[config.mk]
export PLATFORM = sky130hd
export DESIGN_NAME = bus_arbiter
export DESIGN_NICKNAME = d
export VERILOG_FILES = /design/src/rtl/bus_arb_pkg.sv /design/src/rtl/bus_arb_pick.sv /design/src/rtl/bus_arbiter.sv
export SDC_FILE = /design/constraint.sdc
export NUM_CORES = 1
export LEC_CHECK = 0
export BUFFER_PORTS_ARGS = -buffer_cell sky130_fd_sc_hd__clkbuf_2
export CAP_MARGIN = 20
export CORE_MARGIN = 2
export CORE_UTILIZATION = 43
export DETAILED_ROUTE_END_ITERATION = 10
export PLACE_DENSITY_LB_ADDON = 0.2
export SYNTH_ARGS = -nofsm -noshare
export SYNTH_HDL_FRONTEND = slang
export SYNTH_SLANG_ARGS = --single-unit
[constraint.sdc]
create_clock -name clk -period 2.4 [get_ports clk]
set_clock_uncertainty 0.1 [all_clocks]
set_input_delay 0.12 -clock clk [delete_from_list [all_inputs] [get_ports clk]]
set_output_delay 0.12 -clock clk [all_outputs]
set_load 0.01 [all_outputs]
[src/rtl/bus_arb_pkg.sv]
// Shared encodings for the two-master bus arbiter: FSM states and master IDs.
package bus_arb_pkg;

    typedef enum logic [1:0] {
        ARB_IDLE   = 2'd0,
        ARB_ACCESS = 2'd1,
        ARB_RDATA  = 2'd2
    } arb_state_t;

    localparam logic ARB_M0 = 1'b0;
    localparam logic ARB_M1 = 1'b1;

endpackage

[src/rtl/bus_arb_pick.sv]
// Combinational winner selection for bus_arbiter. Define BUS_ARB_ROUND_ROBIN_EN
// for round-robin conflict resolution; default build is fixed priority (m0 wins).
module bus_arb_pick
    import bus_arb_pkg::*;
(
    input  logic m0_req,
    input  logic m1_req,
    input  logic m1_lock,
    input  logic active,   // a bus session is in progress, so the owner is meaningful
    input  logic owner,    // last granted master; doubles as the round-robin pointer
    output logic grant,
    output logic winner
);

    always_comb begin
        grant  = m0_req | m1_req;
        winner = ARB_M0;
        if (active && (owner == ARB_M1) && m1_lock && m1_req) begin
            winner = ARB_M1;
        end else if (m0_req && m1_req) begin
`ifdef BUS_ARB_ROUND_ROBIN_EN
            winner = (owner == ARB_M0) ? ARB_M1 : ARB_M0;
`else
            winner = ARB_M0;
`endif
        end else if (m1_req) begin
            winner = ARB_M1;
        end
    end

endmodule

[src/rtl/bus_arbiter.sv]
// Two-master bus arbiter (CPU = m0, DMA = m1): address phase, read data phase,
// CPU stall and locked m1 bursts. BUS_ARB_ROUND_ROBIN_EN selects round-robin in bus_arb_pick.
module bus_arbiter
    import bus_arb_pkg::*;
#(
    parameter int AW = 32,
    parameter int DW = 32
) (
    input  logic          clk,
    input  logic          rst_n,
    input  logic          m0_req,
    input  logic          m1_req,
    input  logic          m0_wen,
    input  logic          m1_wen,
    input  logic [AW-1:0] m0_addr,
    input  logic [AW-1:0] m1_addr,
    input  logic [DW-1:0] m0_wdata,
    input  logic [DW-1:0] m1_wdata,
    input  logic          m1_lock,
    output logic          m0_gnt,
    output logic          m1_gnt,
    output logic          m0_rvalid,
    output logic          m1_rvalid,
    output logic [DW-1:0] m_rdata,
    output logic [AW-1:0] bus_addr,
    output logic [DW-1:0] bus_wdata,
    output logic          bus_ren,
    output logic          bus_wen,
    input  logic [DW-1:0] bus_rdata,
    input  logic          bus_busy,
    output logic          cpu_stall
);

    arb_state_t    state_reg;
    logic          owner_reg;
    logic [DW-1:0] rdata_hold_reg;

    logic active;
    logic decision;
    logic take;
    logic pick_grant;
    logic pick_winner;

    assign active   = (state_reg != ARB_IDLE);
    // A read in ACCESS always proceeds to RDATA, so it is never a decision point.
    assign decision = (state_reg == ARB_IDLE) || (state_reg == ARB_RDATA) ||
                      ((state_reg == ARB_ACCESS) && bus_wen);
    assign take     = decision && pick_grant && !bus_busy;

    bus_arb_pick u_pick (
        .m0_req  (m0_req),
        .m1_req  (m1_req),
        .m1_lock (m1_lock),
        .active  (active),
        .owner   (owner_reg),
        .grant   (pick_grant),
        .winner  (pick_winner)
    );

    always_ff @(posedge clk or negedge rst_n) begin
        if (!rst_n) begin
            state_reg      <= ARB_IDLE;
            owner_reg      <= ARB_M1;
            rdata_hold_reg <= '0;
            m0_gnt         <= 1'b0;
            m1_gnt         <= 1'b0;
            m0_rvalid      <= 1'b0;
            m1_rvalid      <= 1'b0;
            bus_ren        <= 1'b0;
            bus_wen        <= 1'b0;
            bus_addr       <= '0;
            bus_wdata      <= '0;
        end else begin
            m0_gnt    <= 1'b0;
            m1_gnt    <= 1'b0;
            m0_rvalid <= 1'b0;
            m1_rvalid <= 1'b0;
            bus_ren   <= 1'b0;
            bus_wen   <= 1'b0;
            if (state_reg == ARB_RDATA) begin
                rdata_hold_reg <= bus_rdata;
            end
            if ((state_reg == ARB_ACCESS) && bus_ren) begin
                state_reg <= ARB_RDATA;
                if (owner_reg == ARB_M1) begin
                    m1_rvalid <= 1'b1;
                end else begin
                    m0_rvalid <= 1'b1;
                end
            end else if (take) begin
                state_reg <= ARB_ACCESS;
                owner_reg <= pick_winner;
                if (pick_winner == ARB_M1) begin
                    m1_gnt    <= 1'b1;
                    bus_addr  <= m1_addr;
                    bus_wdata <= m1_wdata;
                    bus_wen   <= m1_wen;
                    bus_ren   <= !m1_wen;
                end else begin
                    m0_gnt    <= 1'b1;
                    bus_addr  <= m0_addr;
                    bus_wdata <= m0_wdata;
                    bus_wen   <= m0_wen;
                    bus_ren   <= !m0_wen;
                end
            end else begin
                state_reg <= ARB_IDLE;
            end
        end
    end

    // Slave data arrives during RDATA; forward it then and hold the captured copy afterwards.
    assign m_rdata   = (state_reg == ARB_RDATA) ? bus_rdata : rdata_hold_reg;
    assign cpu_stall = m0_req & !(m0_gnt & m0_wen) & !m0_rvalid;

endmodule

==> results of run 1 <==
metrics by stage:
stage,instance area (um^2),utilization,worst slack (ns),instances,hold slack [ns]
3_5_place_dp,5940,0.580,0.341,760,0.0393
2_1_floorplan,4470,-,0.628,373,-0.276
3_3_place_gp,5940,0.580,0.430,760,0.0436
synth_stat cells, types with 3 or more instances:
library cell  count  share of area
buf_2            16          0.018
a21oi_1          61          0.068
mux2_2           25          0.063
and2_1            3         0.0042
dfrtp_1         104           0.58
a21oi_2           3         0.0059
mux2_1            7          0.018
nor2_1           68          0.057
mux2i_1          65           0.15
buf_4             4         0.0067
buf_6             3         0.0076
cell families after synthesis:
kind of cell,synth area share
simple gates,0.0666
compound gates,0.0828
mux,0.226
flops,0.588
buf+inv,0.0364
==> metrics.md, run 1 <==
| Metric | Value |
|---|---|
| Maximum buffer depth of the clock tree | 2 |
| Main synth FF type | dfrtp_1 |
| Boundary pin count | 271 |
| Run status | did not finish |
| Number of warning messages in the yosys log | 0 |
| Syn Std Cell Area | between 0.004 and 0.005 mm^2 |
| Clock net sink count | 105 |
| Number of synthesized register bits | ~110 |
| Root buffer cell | clkbuf_8 |
| Number of distinct library cells after synthesis | 25 |
| Hold buffer count at CTS | 156 |
| Number of enable-type register cells in the synthesized netlist | 0 |
| First Error | [ERROR RSZ-0060] Max buffer count reached. |
| Number of core rows | 37 |
| PostCTS Resize Cnt | 0 |
| GPL Wtd Cong | between 0.7 and 0.8 |
| Post-CTS Setup Inserts | 0 |
| Async set or reset register ratio after synthesis | 1.00 |
| Detailed Place HPWL | 8330 um |
| Starting Density | 0.437 |
| Cells after Synth | 373 |
| Step where the flow halted | clock tree synthesis (4_1_cts) |
| Die X | ~110 um |
| H-tree depth | 3 |
| Post-synthesis sequential area ratio | 0.588 |
| Clock buffers created by TritonCTS | 9 |
| Average instance area after synthesis | around 12 um^2 |
| Port Buffers | 270 |
| Die height | 106 um |
| Number of nets produced by synthesis | between 500 and 600 |
==> inputs of run 2 (changes only) <==
CORE_UTILIZATION = 34   (was 43)
PLACE_DENSITY_LB_ADDON = 0.15   (was 0.2)
==> metrics.md, run 2 <==
| Metric | Value |
|---|---|
| Antenna viol nets, final | 0 |
| Final non-filler cell area | 0.00761 mm^2 |
| Worst Setup Path Type | reg2reg |
| Vias in the first global route | 4485 |
| Total track usage | 0.189 |
| Boundary pin count | 271 (unchanged) |
| First-pass GRT wire length | 21100 um |
| R2R Path End | bus_wdata[22] |
| Post-synthesis sequential area ratio | 0.588 (unchanged) |
| Number of nets produced by synthesis | 541 (unchanged) |
| Cells taking the most area after synthesis | dfrtp_1 58%, mux2i_1 15%, a21oi_1 6.8% |
| Max Transition Viols Final | 0 |
| GPL Wtd Cong | 0.735 (+1.3%) |
| Number of antenna violations at the first check in global routing | 0 |
| Worst endpoint data arrival time | ~2.5 ns |
| Average via count per standard cell | approximately 4.5 |
| Commonest cells post-synth | 104 x dfrtp_1, 68 x nor2_1, 65 x mux2i_1 |
| Reg-to-Reg Start | state_reg[1] |
| Area inside the core boundary | 0.0127 mm^2 |
| Root buffer cell | clkbuf_16 |
| Diodes inserted | 0 |
| Worst min-delay path category | in2reg |
| Worst setup path endpoint | bus_wdata[22] |
| Path depth of the worst reg2reg path | 6 |
| Syn Std Cell Area | 0.00447 mm^2 (unchanged) |
| Sum of routed wire length over all layers | between 10000 and 15000 um |
| Synth-to-layout area growth | 70.3% |
| Number of nets in the finished design | 928 |
| Standby leakage power | 4.01 nW |
| Simple-gate share of the synthesized area | 0.0666 (unchanged) |
| Slew @ Worst Pin | a little under 0.7 ns |
| Layout filler cell count | roughly 1100 |
| Die height | 119 um (+12%) |
| Number of warning messages in the yosys log | 0 (unchanged) |
| Commonest non-fill, non-tap cell in the layout | clkbuf_2 |
| Number of synthesized register bits | 105 (unchanged) |
| Cells after Synth | 373 (unchanged) |
| Post-CTS Setup Inserts | 0 (unchanged) |
| Category of the worst setup path capture point | register |
| Instance area at placement | 0.00601 mm^2 (+1.2%) |
| Worst supply voltage drop on vdd | about 420 uV |
| Fraction of the mapped netlist area in compound gates | 0.0828 (unchanged) |
| Finish-stage setup viols | 0 |
| CP startpoint | state_reg[1] |
| Drt first pass iters | 4 |
| CTS clock-pin slew for the worst setup and hold paths | 0.07 ns |
| H-tree depth | 3 (unchanged) |
| Number of core rows | 41 (+11%) |
| Kind of launch point of the worst setup path | register |
| Number of distinct library cells after synthesis | 25 (unchanged) |
| Final-layout setup total negative slack | 0 ns |
| Via total after detailed routing | roughly 4200 |
| Total global routing overflow | 0 |
| Number of maximum-capacitance constraint violations | 0 |
| Maximum buffer depth of the clock tree | 2 (unchanged) |
| Average instance area after synthesis | 12.0 um^2 (unchanged) |
| Placement Setup Slack | 0.477 ns (+0.136 ns) |
| Leading area contributor after synthesis | dfrtp_1 |
| Most frequent cells in the layout | 269 x clkbuf_2, 125 x dlygate4sd3_1, 104 x dfrtp_1 |
| Detailed Place HPWL | 8520 um (+2.3%) |
| Final Power | 0.00567 W |
| Number of enable-type register cells in the synthesized netlist | 0 (unchanged) |
| Share of layout cells above drive strength 1 | 0.425 |
| Worst Path Max Fanout | 34 |
| Detailed Route Iter0 Violations | 150 |
| Clock buffers created by TritonCTS | 9 (unchanged) |
| Minimum clock period after layout | ~2.3 ns |
| Crit share post-route | 0.975 |
| Setup slack after layout | 0.0610 ns |
| Data required time of the critical path | 2.51 ns |
| Maximum number of pins on one net before global-route repair | around 70 |
| Max-slew headroom | 0.551 |
| Dominant cell by count in the synthesized netlist | dfrtp_1 |
| Fraction of synthesized area in multiplexers | 0.226 (unchanged) |
| Highest attainable clock frequency | about 0.43 GHz |
| Async set or reset register ratio after synthesis | 1.00 (unchanged) |
| Average wire per standard cell | 14.1 um |
| Port Buffers | 270 (unchanged) |
| Die Area | roughly 0.014 mm^2 |
| Remaining design rule violation count | 0 |
| Clock tree from TritonCTS | yes |
| Combinational family with the most area after synthesis | multiplexers |
| Proportion of netlist area held by the largest area contributor | 0.582 (unchanged) |
| Share of the synthesized netlist area taken by xor and xnor gates | 0 (unchanged) |
| Number of hold-slack violations in the final timing report | 0 |
| Die X | 119 um (+12%) |
| Clock net sink count | 105 (unchanged) |
| Run status | completed |
| Insertion delay of the later-clocked pin in the worst-skew pair | 0.34 ns |
| Main synth FF type | dfrtp_1 |
| Slack of the worst reg-to-reg path | slightly above 0.06 ns |
| Starting Density | 0.351 (-0.0856) |
| Pwr Density | 745 mW/mm^2 |
| Arithmetic-cell share of the synthesized area counting full adders, half adders and majority gates | 0 (unchanged) |
## run 2: cell counts after synthesis
No cell type changed its count.
## run 2: power by group
group	leakage, nW	switching [W]	internal (W)
combinational	2.62	0.000806	0.000830
sequential	1.22	0.000164	0.00217
clock	0.173	0.000648	0.00105
total	4.01	0.00162	0.00405
## run 2: worst min-delay path by stage
| stage | startpoint | endpoint | slack [ns] | depth (start not counted) |
|---|---|---|---|---|
| 2_1_floorplan | rst_n | bus_addr[0] | -0.28 | 0 |
| 3_3_place_gp | rst_n | bus_addr[9] | 0.09 | 1 |
| 3_5_place_dp | rst_n | bus_addr[9] | 0.10 | 1 |
| 4_1_cts | m0_addr[25] | bus_addr[25] | 0.0001 | 3 |
| 5_1_grt | m1_wdata[14] | bus_wdata[14] | 0.005 | 3 |
| 6_report | m1_wdata[14] | bus_wdata[14] | 0.003 | 3 |
## run 2: final cells by class
cell class              count  area [um^2]  share of cell area
clock buffers              10          239              0.0314
multi-input cells         241         1700               0.223
inverters                   2         10.0             0.00131
repair buffers            401         2710               0.356
well taps                 172          215              0.0283
flip-flops and latches    105         2630               0.345
clock inverters             6          113              0.0148
## run 2: cells by family (layout without fill, tap and decap cells)
kind of cell    after synthesis  in the layout
compound gates               69             69
flops                       105            105
buf+inv                      27            419
simple gates                 75             75
mux                          97             97
## run 2: repair_timing
item                                    CTS  global route
gates resized for setup                   0             1
hold endpoints to repair                131             0
endpoints found under the setup margin    0             1
hold buffers                            125             0
## run 2: per-stage QoR
| stage | cells | util | hold WS [ns] |
|---|---|---|---|
| 3_5_place_dp | 796 | 0.472 | 0.101 |
| 5_1_grt | 937 | 0.599 | 0.00450 |
| 4_1_cts | 937 | 0.598 | 0.000134 |
| 2_1_floorplan | 373 | - | -0.276 |
| 6_report | 937 | 0.599 | 0.00278 |
| 3_3_place_gp | 796 | 0.472 | 0.0898 |
## run 2: metal layers
| layer | up-vias | wire length [um] | GRT usage |
|---|---|---|---|
| met1 | 1961 | 5130 | 0.197 |
| met3 | 13 | 689 | 0.0463 |
| met5 | - | 0 | 0 |
| met2 | 154 | 7250 | 0.369 |
| met4 | 0 | 182 | 0.0536 |
| li1 | 2066 | - | - |
## run 2: worst max-delay path, cell delays in order (launching register included)
cell,delay (ns)
dfrtp_1,0.42
o211a_1,0.26
o21ai_4,0.20
buf_12,0.27
mux2i_1,0.25
dlygate4sd3_1,0.60
a21oi_1,0.08
Power figures use the tool's default switching activity.
